<file path="config.mk">
export PLATFORM = sky130hd
export DESIGN_NAME = seg7_scan_decoder
export DESIGN_NICKNAME = d
export VERILOG_FILES = /design/src/rtl/seg7_scan_decoder.sv
export SDC_FILE = /design/constraint.sdc
export NUM_CORES = 1
export LEC_CHECK = 0
export ABC_AREA = 1
export BUFFER_PORTS_ARGS = -buffer_cell sky130_fd_sc_hd__buf_2
export CAP_MARGIN = 20
export CORE_MARGIN = 2
export CORE_UTILIZATION = 45
export DETAILED_ROUTE_END_ITERATION = 10
export PLACE_DENSITY = 0.67
export SLEW_MARGIN = 15
export SYNTH_ARGS = -nofsm -noshare
export SYNTH_HDL_FRONTEND = slang
export SYNTH_SLANG_ARGS = --single-unit
</file>
<file path="constraint.sdc">
create_clock -name clk -period 2.39 [get_ports clk]
set_input_delay 0.239 -clock clk [delete_from_list [all_inputs] [get_ports clk]]
set_output_delay 0.239 -clock clk [all_outputs]
set_load 0.005 [all_outputs]
</file>
<file path="src/rtl/seg7_scan_decoder.sv">
// Receive side of a scanned seven-segment display bus.
// Samples segment/anode lines, filters glitches by requiring a stable dwell,
// decodes each digit back to hex and rebuilds the multi-digit value.
module seg7_scan_decoder #(
    parameter int unsigned NUM_DIGITS       = 4,
    parameter int unsigned STABLE_CYCLES    = 4,
    parameter bit          ANODE_ACTIVE_LOW = 1'b1
) (
    input  logic                      clk,
    input  logic                      rst,
    input  logic [6:0]                seg_in,
    input  logic [NUM_DIGITS-1:0]     an_in,
    output logic [4*NUM_DIGITS-1:0]   digits_out,
    output logic [NUM_DIGITS-1:0]     digit_valid,
    output logic                      frame_valid,
    output logic                      decode_err,
    output logic [2:0]                err_digit
);

    typedef enum logic [1:0] {BLANK, TRACK, LOCKED} state_t;

    localparam logic [7:0] STABLE_CNT = 8'(STABLE_CYCLES);

    state_t                    state_q, state_d;
    logic [7:0]                cnt_q, cnt_d;
    logic [6:0]                s_seg_q, prev_seg_q;
    logic [NUM_DIGITS-1:0]     s_an_q, prev_an_q;
    logic [4*NUM_DIGITS-1:0]   digits_q, digits_d;
    logic [NUM_DIGITS-1:0]     valid_q, valid_d;
    logic [NUM_DIGITS-1:0]     seen_q, seen_d;
    logic                      frame_q, frame_d;
    logic                      err_q, err_d;
    logic [2:0]                err_digit_q, err_digit_d;

    logic [NUM_DIGITS-1:0]     sel;
    logic [NUM_DIGITS-1:0]     seen_new;
    logic                      one_hot;
    logic                      changed;
    logic                      accept;
    logic [2:0]                idx;
    logic [3:0]                hex_val;
    logic                      hex_ok;
    int unsigned               ones;

    // Normalise anode polarity, check one-hot and find the selected digit index
    always_comb begin
        sel  = ANODE_ACTIVE_LOW ? ~s_an_q : s_an_q;
        ones = 0;
        idx  = '0;
        for (int unsigned i = 0; i < NUM_DIGITS; i++) begin
            if (sel[i]) begin
                ones = ones + 1;
                idx  = i[2:0];
            end
        end
        one_hot = (ones == 1);
        changed = (s_an_q != prev_an_q) || (s_seg_q != prev_seg_q);
    end

    // Map a gfedcba pattern back to its hex value
    always_comb begin
        hex_ok  = 1'b1;
        hex_val = '0;
        case (s_seg_q)
            7'h3F: hex_val = 4'h0;
            7'h06: hex_val = 4'h1;
            7'h5B: hex_val = 4'h2;
            7'h4F: hex_val = 4'h3;
            7'h66: hex_val = 4'h4;
            7'h6D: hex_val = 4'h5;
            7'h7D: hex_val = 4'h6;
            7'h07: hex_val = 4'h7;
            7'h7F: hex_val = 4'h8;
            7'h6F: hex_val = 4'h9;
            7'h77: hex_val = 4'hA;
            7'h7C: hex_val = 4'hB;
            7'h39: hex_val = 4'hC;
            7'h5E: hex_val = 4'hD;
            7'h79: hex_val = 4'hE;
            7'h71: hex_val = 4'hF;
            default: hex_ok = 1'b0;
        endcase
    end

    // Dwell tracking FSM: next state, counter and accept strobe
    always_comb begin
        state_d = state_q;
        cnt_d   = cnt_q;
        accept  = 1'b0;
        case (state_q)
            BLANK: begin
                if (one_hot) begin
                    state_d = TRACK;
                    cnt_d   = 8'd1;
                end else begin
                    cnt_d   = '0;
                end
            end
            TRACK: begin
                if (!one_hot) begin
                    state_d = BLANK;
                    cnt_d   = '0;
                end else begin
                    if (changed) begin
                        cnt_d = 8'd1;
                    end else if (cnt_q < STABLE_CNT) begin
                        cnt_d = cnt_q + 8'd1;
                    end
                    if (cnt_d == STABLE_CNT) begin
                        accept  = 1'b1;
                        state_d = LOCKED;
                    end
                end
            end
            LOCKED: begin
                if (changed) begin
                    if (one_hot) begin
                        state_d = TRACK;
                        cnt_d   = 8'd1;
                    end else begin
                        state_d = BLANK;
                        cnt_d   = '0;
                    end
                end
            end
            default: begin
                state_d = BLANK;
                cnt_d   = '0;
            end
        endcase
    end

    // Accept handling: nibble write, valid/seen bookkeeping, frame and error pulses
    always_comb begin
        digits_d    = digits_q;
        valid_d     = valid_q;
        seen_d      = seen_q;
        frame_d     = 1'b0;
        err_d       = 1'b0;
        err_digit_d = err_digit_q;
        seen_new    = seen_q | sel;
        if (accept) begin
            if (hex_ok) begin
                for (int unsigned i = 0; i < NUM_DIGITS; i++) begin
                    if (sel[i]) begin
                        digits_d[4*i +: 4] = hex_val;
                    end
                end
                valid_d = valid_q | sel;
                if (seen_new == '1) begin
                    frame_d = 1'b1;
                    seen_d  = '0;
                end else begin
                    seen_d  = seen_new;
                end
            end else begin
                err_d       = 1'b1;
                err_digit_d = idx;
                valid_d     = valid_q & ~sel;
            end
        end
    end

    // State, input sample and output registers
    always_ff @(posedge clk) begin
        if (rst) begin
            state_q     <= BLANK;
            cnt_q       <= '0;
            s_seg_q     <= '0;
            s_an_q      <= '0;
            prev_seg_q  <= '0;
            prev_an_q   <= '0;
            digits_q    <= '0;
            valid_q     <= '0;
            seen_q      <= '0;
            frame_q     <= 1'b0;
            err_q       <= 1'b0;
            err_digit_q <= '0;
        end else begin
            state_q     <= state_d;
            cnt_q       <= cnt_d;
            s_seg_q     <= seg_in;
            s_an_q      <= an_in;
            prev_seg_q  <= s_seg_q;
            prev_an_q   <= s_an_q;
            digits_q    <= digits_d;
            valid_q     <= valid_d;
            seen_q      <= seen_d;
            frame_q     <= frame_d;
            err_q       <= err_d;
            err_digit_q <= err_digit_d;
        end
    end

    assign digits_out  = digits_q;
    assign digit_valid = valid_q;
    assign frame_valid = frame_q;
    assign decode_err  = err_q;
    assign err_digit   = err_digit_q;

endmodule

</file>
Word level (Yosys, flattened, before mapping)
Cells that the tools add are included.

Input port bits: 13. Word-level logic and storage cells: 95. Flip-flop bits (word level): 61.

$add $sub $neg: 4. Order comparisons: 1. Mux-type cells: 30. Eq/ne operators: 26. Reductions and logical operators: 12. Bitwise operators: 7.

Operator list (number): 32-bit by 1-bit adder with 32-bit output (second input constant) (3); 32-bit two-way mux (3); 7-bit equality test (second input constant) (12); 4-bit one-hot mux with 15 select lines (1); 8-bit two-way mux (6); 32-bit by 1-bit equality test with 1-bit output (second input constant) (1); 8-bit one-hot mux with 3 select lines (1); 16-bit OR reduction (1); 3-bit AND reduction (5); 7-bit by 3-bit equality test with 1-bit output (second input constant) (2); 7-bit by 6-bit equality test with 1-bit output (second input constant) (2); 1-bit two-way mux (10); 8-bit by 1-bit adder with 8-bit output (second input constant) (1); 8-bit by 3-bit equality test with 1-bit output (second input constant) (1); 8-bit by 3-bit less-than comparator with 1-bit output (second input constant) (1); 2-bit two-way mux (4); 4-bit two-way mux (2); 4-bit NOT (2); 4-bit bitwise OR (2); 7-bit != test (1); 3-bit two-way mux (2); 2-bit one-hot mux with 3 select lines (1); 4-bit AND (1); 4-bit equality test (second input constant) (1); 11 further kinds (14).

Logic depth before layout (Yosys ltp)
Word-level depth: 17. Mapped depth: 16.

Least setup slack after synthesis
Ideal clock, no wire load.

Path type: register to register. Start point: reg s_an_q[1]. End point: reg digits_q[9], in the netlist digits_out[9]. Period minus slack after synthesis: 2.431 ns. Stages on the path, launching flop included: 15. Setup slack: -0.041 ns. Path buffers: 1. Setup time: 0.113 ns. Arrival: 2.318 ns. Path through: dfxtp_1 > inv_2 > ha_1 > xor2_2 > inv_1 > ha_1 > o22ai_2 > nand2_2 > nor2_8 > nand3_2 > buf_6 > nor2_4 > nand3_1 > nand2_1 > nor2_1.

Word-level cells in the longest chain between the ends: 10. Elaborated cells on any way between the ends: 17.

Ends and longest elaborated chain: start: declaration (line 27) `logic [NUM_DIGITS-1:0] s_an_q, prev_an_q;`; start signal: assignment (line 183) `s_an_q <= an_in;`; 4-bit NOT / 4-bit != test (equally long branches) (line 47, 57); 32-bit two-way mux / 1-bit logical OR (equally long branches) (line 51, 57); 32-bit by 1-bit adder with 32-bit output / 8-bit two-way mux (equally long branches) (line 52, 104); 32-bit two-way mux / 8-bit two-way mux (equally long branches) (line 51, 100); 32-bit by 1-bit adder with 32-bit output / 8-bit two-way mux (equally long branches) (line 52, 90); 32-bit two-way mux / 8-bit by 3-bit equality test with 1-bit output (equally long branches) (line 51, 109); 32-bit by 1-bit equality test with 1-bit output / 1-bit two-way mux (equally long branches) (line 56, 109); 1-bit two-way mux * (line 100) `if (!one_hot) begin`; 1-bit two-way mux * (line 90) `case (state_q)`; 3-bit AND reduction (no source line) *; end signal: assignment (line 186) `digits_q <= digits_d;`; end: declaration (line 28) `logic [4*NUM_DIGITS-1:0] digits_q, digits_d;`.

Mark *: on every way between the ends. The rest lies on a longest branch, timed or not. The select of a mux whose other input is x is not followed. A chain may end at the register's enable or synchronous reset.

Worst setup path in the final report
Start point: reg s_an_q[0]. End point: reg seen_q[2].

Word-level cells in the longest chain between the ends: 12. Elaborated cells on any way between the ends: 22.

Ends and longest elaborated chain: 4-bit NOT (line 47) `sel = ANODE_ACTIVE_LOW ? ~s_an_q : s_an_q;`; 1-bit two-way mux (line 51) `if (sel[i]) begin`; 32-bit by 1-bit adder with 32-bit output (line 52) `ones = ones + 1;`; 32-bit two-way mux (line 51); 32-bit by 1-bit adder with 32-bit output (line 52); 32-bit two-way mux (line 51); 32-bit by 1-bit adder with 32-bit output (line 52); 32-bit two-way mux (line 51); 32-bit by 1-bit equality test with 1-bit output (line 56) `one_hot = (ones == 1);`; 1-bit two-way mux (line 100); 1-bit two-way mux (line 90); 2-bit AND reduction (no source line); end signal: assignment (line 188) `seen_q <= seen_d;`; end: declaration (line 30) `logic [NUM_DIGITS-1:0] seen_q, seen_d;`.

Parallel ways exist; a longest one is shown, timed or not. The select of a mux whose other input is x is not followed.

==> metrics <==
Post-synth EDFFs 0; Crit path required time 2.63 ns; I/O Pins 38; GR Util All Layers 20.2%; top post-synthesis cells by count 91 x nand2_1, 83 x nor2_1, 60 x dfxtp_1; Clock Sinks 60; peak supply drop 0.385 mV; CP Launch Type flip-flop; root buffer cell clkbuf_8; drt pass-1 iters 4; number of nets in the layout 515; Slew Limit Fails 0; register area 1200 sq um; first-pass GRT wire length 11900 um; CTS tree built; clock skew 0.0109 ns; Slew Limit Headroom 60.4%; Final setup viols 0; Hold Crit Class primary input to flip-flop; Worst path most repeated cell buf_4; Die Wd 87.2 um; input/output buffers 36; min Tclk post-route 2.35 ns; critical path class flip-flop to flip-flop; syn nets 460; clock transition at the registers of the reported paths 0.07 ns; fraction of registers with async set or reset after synthesis 0%; Final Wtd Congestion 0.933; share of cells above drive strength 1 24.1%; GRT busiest layer met2; vias in the first global route 2632; met3 Usage GRT 5.78%; total global routing overflow 0; Fillers 633; PD cells 614 nW/um^2; Leakage 1.82 nW; DRC violations left 0; Std-Cell Core Area 6760 sq um; most numerous cell in the Yosys netlist nand2_1; largest net degree at the start of global routing 39; clk buf depth 2; CP Capture Type flip-flop; Worst Path Arrival 2.60 ns; CTS buffer count 9; Min Hold Slack 0.0837 ns; Vias 2873; diode count 0; max incr delay on CP 0.33 ns; post-synth cell types 42; crit path from s_an_q[0]; register area share after synthesis 38.5%; Layout Cells excl Fill 583; Final ANT Viol Nets 0; Avg Cell Area, Syn 7.04 sq um; drt initial violations 134; final hold viol count 0; WL per Instance 12.3 um; Max Freq 425 MHz; Syn Inst Count 443; Synth warnings 0; unrepaired setup endpoints after global routing true; Finished Core Util 56.1%; initial antenna violation count 0; Synth top area share 38.5%; reg-to-reg critical path startpoint s_an_q[0]; CTS H-tree depth 3; Initial Util 46.1%; Detailed Route WL 7160 um; slew of the pin with the lowest slew margin 0.591 ns; Total Power 2.33 mW; Synth Cell Area 3120 sq um; Chip Height 87.2 um; # Max-Cap Violations 0; area grow syn2layout 21.7%; dominant cell type by area after synthesis dfxtp_1; area of the multi-input gates 1650 sq um; worst path cell trace buf_4 > ha_2 > o21ai_4 > ha_4 > nand2_1 > xnor2_2 > nand2_4 > nor2_8 > nand3_4 > buf_12 > buf_4 > inv_2 > nand3_2 > nand2_2 > nor2_1; via/cell ratio 4.93; Rows 30; grt met1 use 26.4%; Final Cycle Share 98.5%; post-DP HPWL 5230 um; crit path max fanout 7; GR Util met2 30.5%; Most used DFF post-synth dfxtp_1; Slowest-stage cell, CP dfxtp_2; status complete, no violations; clk_lat worst skew 0.35 ns; HP Start an_in[1]; die area 7610 sq um; placed cell count 559; register bit total from synthesis 60; top cells by area, synth dfxtp_1 39%, nand2_1 11%, nor2_1 10%
layout make-up:
cell class | count | share of cell area [%]
Multi-Input combinational cell | 302 | 43.5
Sequential cell | 60 | 31.7
Timing Repair Buffer | 56 | 9.37
Inverter | 69 | 6.89
Clock buffer | 9 | 3.27
Tap cell | 80 | 2.64
Clock inverter | 7 | 2.61
where the power goes:
part           internal [mW]  switching, mW
Combinational         0.0960          0.154
Sequential              1.02         0.0224
Clock                  0.592          0.444
Total                   1.71          0.620
critical path: cells and delay by family (launching register included):
family,cells,cell delay [ns]
adders and majority gates,2,0.35
buffers and inverters,4,0.48
AOI/OAI and AO/OA,1,0.18
DFF,1,0.33
xor gates and xnor gates,1,0.23
and+or+nand+nor,7,0.68
worst paths after layout:
path,end,slack (ns),cells after the start
min,s_an_q[1],0.08,3
max reg2reg,seen_q[2],0.04,15
min reg2reg,seen_q[0],0.46,2
max,seen_q[2],0.04,15
metrics by stage:
step	setup TNS, ns	area (sq um)	setup WS, ns
after global placement	0	3420	0.0178
after global routing	-1.16	3790	-0.0943
after detailed placement	-0.0497	3420	-0.0331
after floorplan	0	3120	0.0238
after CTS	0	3690	0.0285
final	0	3790	0.0368
flip-flops by register name (all words and copies together) (netlist names), named ones only:
signal       count
state_q          2
decode_err       1
err_digit        2
prev_an_q        4
prev_seg_q       7
s_an_q           4
seen_q           4
frame_valid      1
digits_out      16
cnt_q            8
s_seg_q          7
cells in the final DEF, fill, tap and decap left out, drive strengths merged:
master,Yosys,final
o41ai,1,1
conb,1,1
a32oi,2,2
nor3,14,14
clkbuf,3,9
dfxtp,60,60
o21bai,1,1
nand3b,1,1
nor2,93,93
clkinvlp,0,1
nor4b,1,1
nand4,11,11
clkinv,2,5
xor2,4,4
nor4,1,1
o21ai,13,13
o22ai,2,2
ha,4,4
a21oi,11,11
nand2,99,99
o2111ai,2,2
buf,9,56
xnor2,5,5
bufinv,0,2
o211ai,3,3
a221oi,1,1
nand3,32,32
inv,67,68
layer usage:
metal | vias to the layer above | part of all wire (%)
met5 | - | 0
met4 | 0 | 3.1
met3 | 16 | 5.7
met2 | 79 | 45
met1 | 1276 | 46
li1 | 1502 | -
repair_timing:
item,4_1_cts,5_1_grt
setup endpoints to repair,6,29
gates resized for setup,2,12
hold buffers,0,0
buffers inserted,4,4
pin swaps,1,10
cell families after synthesis:
logic type               after synthesis  share of synthesized area (%)
flip-flops                            60                           38.5
XOR/XNOR                               9                           2.77
AND/OR/NAND/NOR                      252                           38.9
other                                  1                          0.120
adder cells (fa/ha/maj)                4                           1.61
buffers and inverters                 81                           11.0
AO/OA/AOI/OAI                         36                           7.11
Power figures use the tool's default switching activity.
